==> config.mk <==
export PLATFORM = sky130hd
export DESIGN_NAME = wb_scoreboard
export DESIGN_NICKNAME = d
export VERILOG_FILES = /design/src/rtl/wb_scoreboard.sv
export SDC_FILE = /design/constraint.sdc
export NUM_CORES = 1
export LEC_CHECK = 0
export BUFFER_PORTS_ARGS = -buffer_cell sky130_fd_sc_hd__buf_2
export CORE_UTILIZATION = 25
export DETAILED_ROUTE_END_ITERATION = 12
export GPL_TIMING_DRIVEN = 1
export MAX_ROUTING_LAYER = met4
export PLACE_DENSITY = 0.52
export SLEW_MARGIN = 20
export SYNTH_ARGS = -nofsm -noshare
export SYNTH_HDL_FRONTEND = slang
export SYNTH_SLANG_ARGS = --single-unit
export TNS_END_PERCENT = 5
==> constraint.sdc <==
create_clock -name clock -period 3.6 [get_ports clock]
set_input_delay 0.72 -clock clock [delete_from_list [all_inputs] [get_ports clock]]
set_output_delay 0.72 -clock clock [all_outputs]
set_load 0.03 [all_outputs]
==> src/rtl/wb_scoreboard.sv <==
// Write-back scheduler and RAW/WAW hazard scoreboard in front of the register file.
// ALU and MEM write-backs share the single registered write port under round-robin arbitration.
//
// last_grant | meaning
// SRC_ALU    | ALU won the most recent grant; MEM wins the next tie
// SRC_MEM    | MEM won the most recent grant; ALU wins the next tie
module wb_scoreboard #(
   parameter int NUM_SRC = 2
) (
   input  logic        clock,
   input  logic        reset_n,
   input  logic        issue_valid,
   input  logic        issue_wr,
   input  logic [4:0]  issue_rs1,
   input  logic [4:0]  issue_rs2,
   input  logic [4:0]  issue_rd,
   output logic        issue_stall,
   input  logic        alu_valid,
   input  logic [4:0]  alu_rd,
   input  logic [31:0] alu_data,
   output logic        alu_ready,
   input  logic        mem_valid,
   input  logic [4:0]  mem_rd,
   input  logic [31:0] mem_data,
   output logic        mem_ready,
   output logic        rf_op,
   output logic [4:0]  rf_rd,
   output logic [31:0] rf_write_data,
   output logic [31:0] busy_mask,
   output logic        wb_error
);

   localparam int SRC_W = $clog2(NUM_SRC);
   localparam logic [SRC_W-1:0] SRC_ALU = SRC_W'(0);
   localparam logic [SRC_W-1:0] SRC_MEM = SRC_W'(1);

   localparam logic READ_REG_DATA  = 1'b0;
   localparam logic WRITE_REG_DATA = 1'b1;

   logic [31:1]      busy_q, busy_d;
   logic [31:0]      busy_full;
   logic [SRC_W-1:0] last_grant_q, last_grant_d;
   logic             rf_op_q, rf_op_d;
   logic [4:0]       rf_rd_q, rf_rd_d;
   logic [31:0]      rf_data_q, rf_data_d;
   logic             wb_error_q, wb_error_d;

   logic             xfer;
   logic             set_en;
   logic [4:0]       xfer_rd;
   logic [31:0]      xfer_data;

   assign busy_full = {busy_q, 1'b0};

   assign issue_stall = issue_valid & (busy_full[issue_rs1] | busy_full[issue_rs2]
                                       | (issue_wr & busy_full[issue_rd]));

   assign set_en = issue_valid & ~issue_stall & issue_wr & (issue_rd != 5'd0);

   assign alu_ready = alu_valid & (~mem_valid | (last_grant_q == SRC_MEM));
   assign mem_ready = mem_valid & (~alu_valid | (last_grant_q == SRC_ALU));

   assign xfer      = alu_ready | mem_ready;
   assign xfer_rd   = mem_ready ? mem_rd   : alu_rd;
   assign xfer_data = mem_ready ? mem_data : alu_data;

   // Clear lands on the edge where reg_file commits the write; a same-cycle set overrides it.
   always_comb begin
      busy_d = busy_q;
      for (int i = 1; i < 32; i++) begin
         if ((rf_op_q == WRITE_REG_DATA) && (rf_rd_q == 5'(i))) begin
            busy_d[i] = 1'b0;
         end
         if (set_en && (issue_rd == 5'(i))) begin
            busy_d[i] = 1'b1;
         end
      end
   end

   always_comb begin
      last_grant_d = last_grant_q;
      rf_op_d      = READ_REG_DATA;
      rf_rd_d      = rf_rd_q;
      rf_data_d    = rf_data_q;
      wb_error_d   = wb_error_q;
      if (xfer) begin
         last_grant_d = mem_ready ? SRC_MEM : SRC_ALU;
         rf_rd_d      = xfer_rd;
         rf_data_d    = xfer_data;
         // r0 is accepted but never written and never tracked.
         if (xfer_rd != 5'd0) begin
            rf_op_d = WRITE_REG_DATA;
            if (!busy_full[xfer_rd]) begin
               wb_error_d = 1'b1;
            end
         end
      end
   end

   always_ff @(posedge clock or negedge reset_n) begin
      if (!reset_n) begin
         busy_q       <= '0;
         last_grant_q <= SRC_MEM;
         rf_op_q      <= READ_REG_DATA;
         rf_rd_q      <= 5'd0;
         rf_data_q    <= 32'd0;
         wb_error_q   <= 1'b0;
      end else begin
         busy_q       <= busy_d;
         last_grant_q <= last_grant_d;
         rf_op_q      <= rf_op_d;
         rf_rd_q      <= rf_rd_d;
         rf_data_q    <= rf_data_d;
         wb_error_q   <= wb_error_d;
      end
   end

   assign rf_op         = rf_op_q;
   assign rf_rd         = rf_rd_q;
   assign rf_write_data = rf_data_q;
   assign busy_mask     = busy_full;
   assign wb_error      = wb_error_q;

endmodule

Word-level counts from Yosys, hierarchy flattened

Index checks and enable logic that the tools add are counted.

Output and inout bits: 74
Latch bits: 0
Input bits: 95
ROM bits: 0
Memory bits (writable): 0
Register bits after elaboration: 71
Memories kept: 0

$mul: 0
Add/sub/neg operators: 0
Order comparisons: 4
Equality and inequality tests: 62
Reduce and logical (&&, ||, !) cells: 96
Shift-type cells: 0
Muxes and demuxes: 75
Div/mod/pow operators: 0
Bitwise logic cells: 17

Operator list:

| kind                                                                   | number |
|---|---|
| 5-bit equality test (second input constant)                            | 32 |
| 5-bit by 4-bit equality test with 1-bit output (second input constant) | 16 |
| 1-bit two-way mux                                                      | 69 |
| 1-bit logical AND                                                      | 62 |
| 2-bit nonzero test                                                     | 31 |
| 5-bit by 3-bit equality test with 1-bit output (second input constant) | 8 |
| 32-bit two-way mux                                                     | 1 |
| 5-bit by 6-bit < comparator with 1-bit output (second input constant)  | 4 |
| 1-bit binary-select mux with 5-bit select                              | 4 |
| 5-bit by 2-bit equality test with 1-bit output (second input constant) | 4 |
| 5-bit by 1-bit equality test with 1-bit output (second input constant) | 2 |
| 5-bit nonzero test                                                     | 2 |
| 1-bit bitwise AND                                                      | 7 |
| 5-bit two-way mux                                                      | 1 |
| 1-bit NOT                                                              | 5 |
| 1-bit bitwise OR                                                       | 5 |
| 3-bit AND reduction                                                    | 1 |

Longest topological paths before layout

Depth in word-level cells: 11
Depth in mapped cells: 9
Gate-level depth less buffers: 8

Worst setup path after synthesis

OpenSTA, ideal clock, no wires.

Kind: in2out
From: input port issue_rd[0]
To: output port issue_stall
Arrival: 2.449 ns
Cell stages on the path: 8
Buffers on the path: 2
Setup slack: 0.431 ns
Cells stage by stage: buf_2 > clkbuf_1 > mux4_2 > nand2_1 > o21ai_0 > a211o_1 > a21oi_1 > nor2b_1

Cells in the longest elaborated chain, start to end: 5

Ends and longest elaborated chain:

| what                                      | line | source |
|---|---|---|
| start: declaration                        | 16   | `input logic [4:0] issue_rd,` |
| 1-bit binary-select mux with 5-bit select | 56   | `\| (issue_wr & busy_full[issue_rd]));` |
| 1-bit two-way mux (not written as such)   | 56   |  |
| 1-bit bitwise AND                         | 56   |  |
| 1-bit bitwise OR                          | 56   |  |
| 1-bit bitwise AND                         | 55   | `assign issue_stall = issue_valid & (busy_full[issue_rs1] \| busy_full[issue_rs2]` |
| end: declaration                          | 17   | `output logic issue_stall,` |

No other way between the ends. The select of a mux whose other input is x is not followed.

Worst setup path in the final report

From: input port issue_rs1[2]
To: output port issue_stall

Cells in the longest elaborated chain, start to end: 5

Ends and longest elaborated chain:

| what                                      | line | source |
|---|---|---|
| start: declaration                        | 14   | `input logic [4:0] issue_rs1,` |
| 1-bit binary-select mux with 5-bit select | 55   |  |
| 1-bit two-way mux (not written as such)   | 55   |  |
| 1-bit bitwise OR                          | 55   |  |
| 1-bit bitwise OR                          | 56   |  |
| 1-bit bitwise AND                         | 55   |  |

No other way between the ends. The select of a mux whose other input is x is not followed.

==> reports/metrics.cfg <==
[place]
place_congestion = 0.911
dp.cells = 805
pre_cts_ws_ps = 157
io_buffers = 167
dp_hpwl_mm = 11.7

[timing]
slew_headroom = 0.462
fin_crit_sh = 0.965
report.final.slew_viol_count = 0
hold_viol_final = 0
fmax_mhz = 288
rsz0062_at_grt = false
setup_slack_ps = 127
tightest_slew_ps = 807
finalSetupTns_ps = 0
setup_viol_count_final = 0
min_period_ps = 3470
finalClockSkew_ps = 5.45

[floorplan]
die_w_um = 132
boundaryPins = 169
die-height_um = 132
die_area_mm2 = 0.0175
rows = 47
initial_utilization = 0.255
design.core.area_mm2 = 0.0166

[drt]
ant_nets = 0
first_pass_iters = 7
avgRoutedWirePerCell_um = 19.3
vias = 4341
wl_mm = 15.9
via_per_inst = 5.27
drcViolationCount = 0
drt_iter0_markers = 360

[pwr]
vdd_drop_max_v = 0.000297
p_switching_uw = 1810
power.leakage_uw = 0.00252
p_int_uw = 2280
power_switching_share = 0.442
p_comb_frac = 0.396
seqPwrFrac = 0.363
clkPwrFrac = 0.241
p_per_area_mw_per_mm2 = 728

[grt]
met2_usage = 0.295
gr-usage-met1 = 0.231
grt_overflow = 0
antenna_found_initial = 3
gr-usage-all-layers = 0.188
grt_pass1_wl_mm = 24.5
use_met3 = 0.0454
grt_pass1_vias = 4304
busiest_layer = met2
grt_max_degree = 42

[clock_tree]
clock_sinks = 71
cts-resized-gates = 0
cts_tree = done
h-tree-depth = 3
hold_buffers = 0
clockBufferDepth = 2
clockRootBuffer = clkbuf_16
cts_buffers = 9
clk_pin_slew_ps = 60
cts_setup_buffers = 0
insertion_delay_ps = 340

[finish]
drive_gt1_frac = 0.373
final_core_util = 0.339
final_cells = 824
n_fill_cell = 1761
fin_nets = 691
syn_to_final_growth_pct = 32.8

[critical_path]
cp_common_cell = buf_2
rrSetupSlack_ps = 820
crit_buf_inv = 2
crit_type = input pin to output port
crit_path_end = issue_stall
cp_cell_sequence = buf_2 > mux4_2 > mux2i_1 > o32ai_1 > or4_4 > a21oi_1 > nor2b_1 > buf_2
path_max_fanout = 10
cpMaxStageDelayCell = mux4_2
rr_worst_depth = 7
cp.depth = 8
crit_family = multiplexers
slowest_delay_ps = 540
cp-end-kind = output port
r2r_end = busy_q[2]
start_kind = input pin
reg2reg_from = busy_q[13]
critPathRequiredTime_ps = 2880
crit_arrival_ps = 2750
cp-startpoint = issue_rs1[2]

[synthesis]
synthSimpleGateAreaFrac = 0.166
synth-compound-area-share = 0.176
synthMuxAreaShare = 0.200
synth_seq_area_share = 0.420
ys_seq_elements = 71
synth_top_area_frac = 0.414
synth_flop_cell = dfrtp_1
synth_top_area_cell = dfrtp_1
synth_fp_nets = 534
syn-cell-area_mm2 = 0.00423
synth_cells = 439
ys_warn_count = 0
synth_xor_area_frac = 0
synth_area_leaders = dfrtp_1, mux4_2, mux2i_1, o21ai_0, nor2_1
synth_fa_ha_area_frac = 0
synth-edff-count = 0
yosysMostFrequentCell = nor2_1
avgSynthCellArea_um2 = 9.64
synth_top_family_by_area = multiplexers
synth.top_cells.by_count = nor2_1, dfrtp_1, o21ai_0
synth_cell_type_count = 47
synthArstFlopShare = 1.00

[run_status]
outcome = completed

[worst_hold_path]
hold_class = input pin to async pin

[job]
cap_violations = 0

## how the worst min path moves through the flow
stage | startpoint | to | slack, ps | cells after the start
2_1_floorplan | reset_n | busy_q[10] | 420 | 0
3_3_place_gp | wb_error | wb_error | 450 | 1
3_5_place_dp | wb_error | wb_error | 460 | 1
4_1_cts | reset_n | busy_q[15] | 250 | 1
5_1_grt | reset_n | busy_q[11] | 260 | 1
6_report | reset_n | busy_q[11] | 250 | 1
## metrics by stage
step	total power (µW)	instance area, µm²	hold WS [ps]
after global routing	4280	5620	260
after CTS	4100	5610	248
after detailed placement	3100	5280	460
final	4090	5620	246
after global placement	3080	5280	448
after floorplan	2380	4230	424
## cells in the final DEF, fill, tap and decap left out, drive strengths merged, types with 7 or more instances in the layout
master	count
nor2	78
nand3	7
nand2b	10
mux2i	33
o21ai	62
clkbuf	10
a21oi	9
o22ai	33
mux4	21
buf	176
nand2	21
dfrtp	70
## metal layers
metal / vias to the layer above / wire (µm)
met1: 2156 / 6780
met5: - / 0
met4: 0 / 431
li1: 1950 / -
met3: 36 / 1140
met2: 199 / 7530
## cell families after synthesis
| kind of cell | after synthesis |
|---|---|
| other | 1 |
| buffers and inverters | 36 |
| flip-flops | 71 |
| AND/OR/NAND/NOR | 149 |
| multiplexers | 56 |
| AO/OA/AOI/OAI | 126 |
## power by group through the flow
stage               clock (µW)  sequential (µW)  combinational (µW)
floorplan                    0             1700                 680
global placement             0             1480                1600
detailed placement           0             1480                1620
CTS                       1010             1470                1620
global route              1040             1500                1740
finish                     988             1490                1620
## flip-flops by register name, summed over array words and instances (netlist names)
signal,count
rf_op,1
rf_rd,5
rf_write_data,32
wb_error,1
busy_q,31
last_grant_q,1
## layout make-up
cell class,instances,area [µm²],share of cell area
multi-input combinational,332,2300,0.410
inverter,6,22.5,0.00401
clock inverter,6,92.6,0.0165
sequential,71,1780,0.316
antenna,3,7.51,0.00134
clock buffer,10,239,0.0425
tap,220,275,0.0490
timing repair buffer,176,903,0.161
Note: power is estimated with default switching activity, not from simulation.
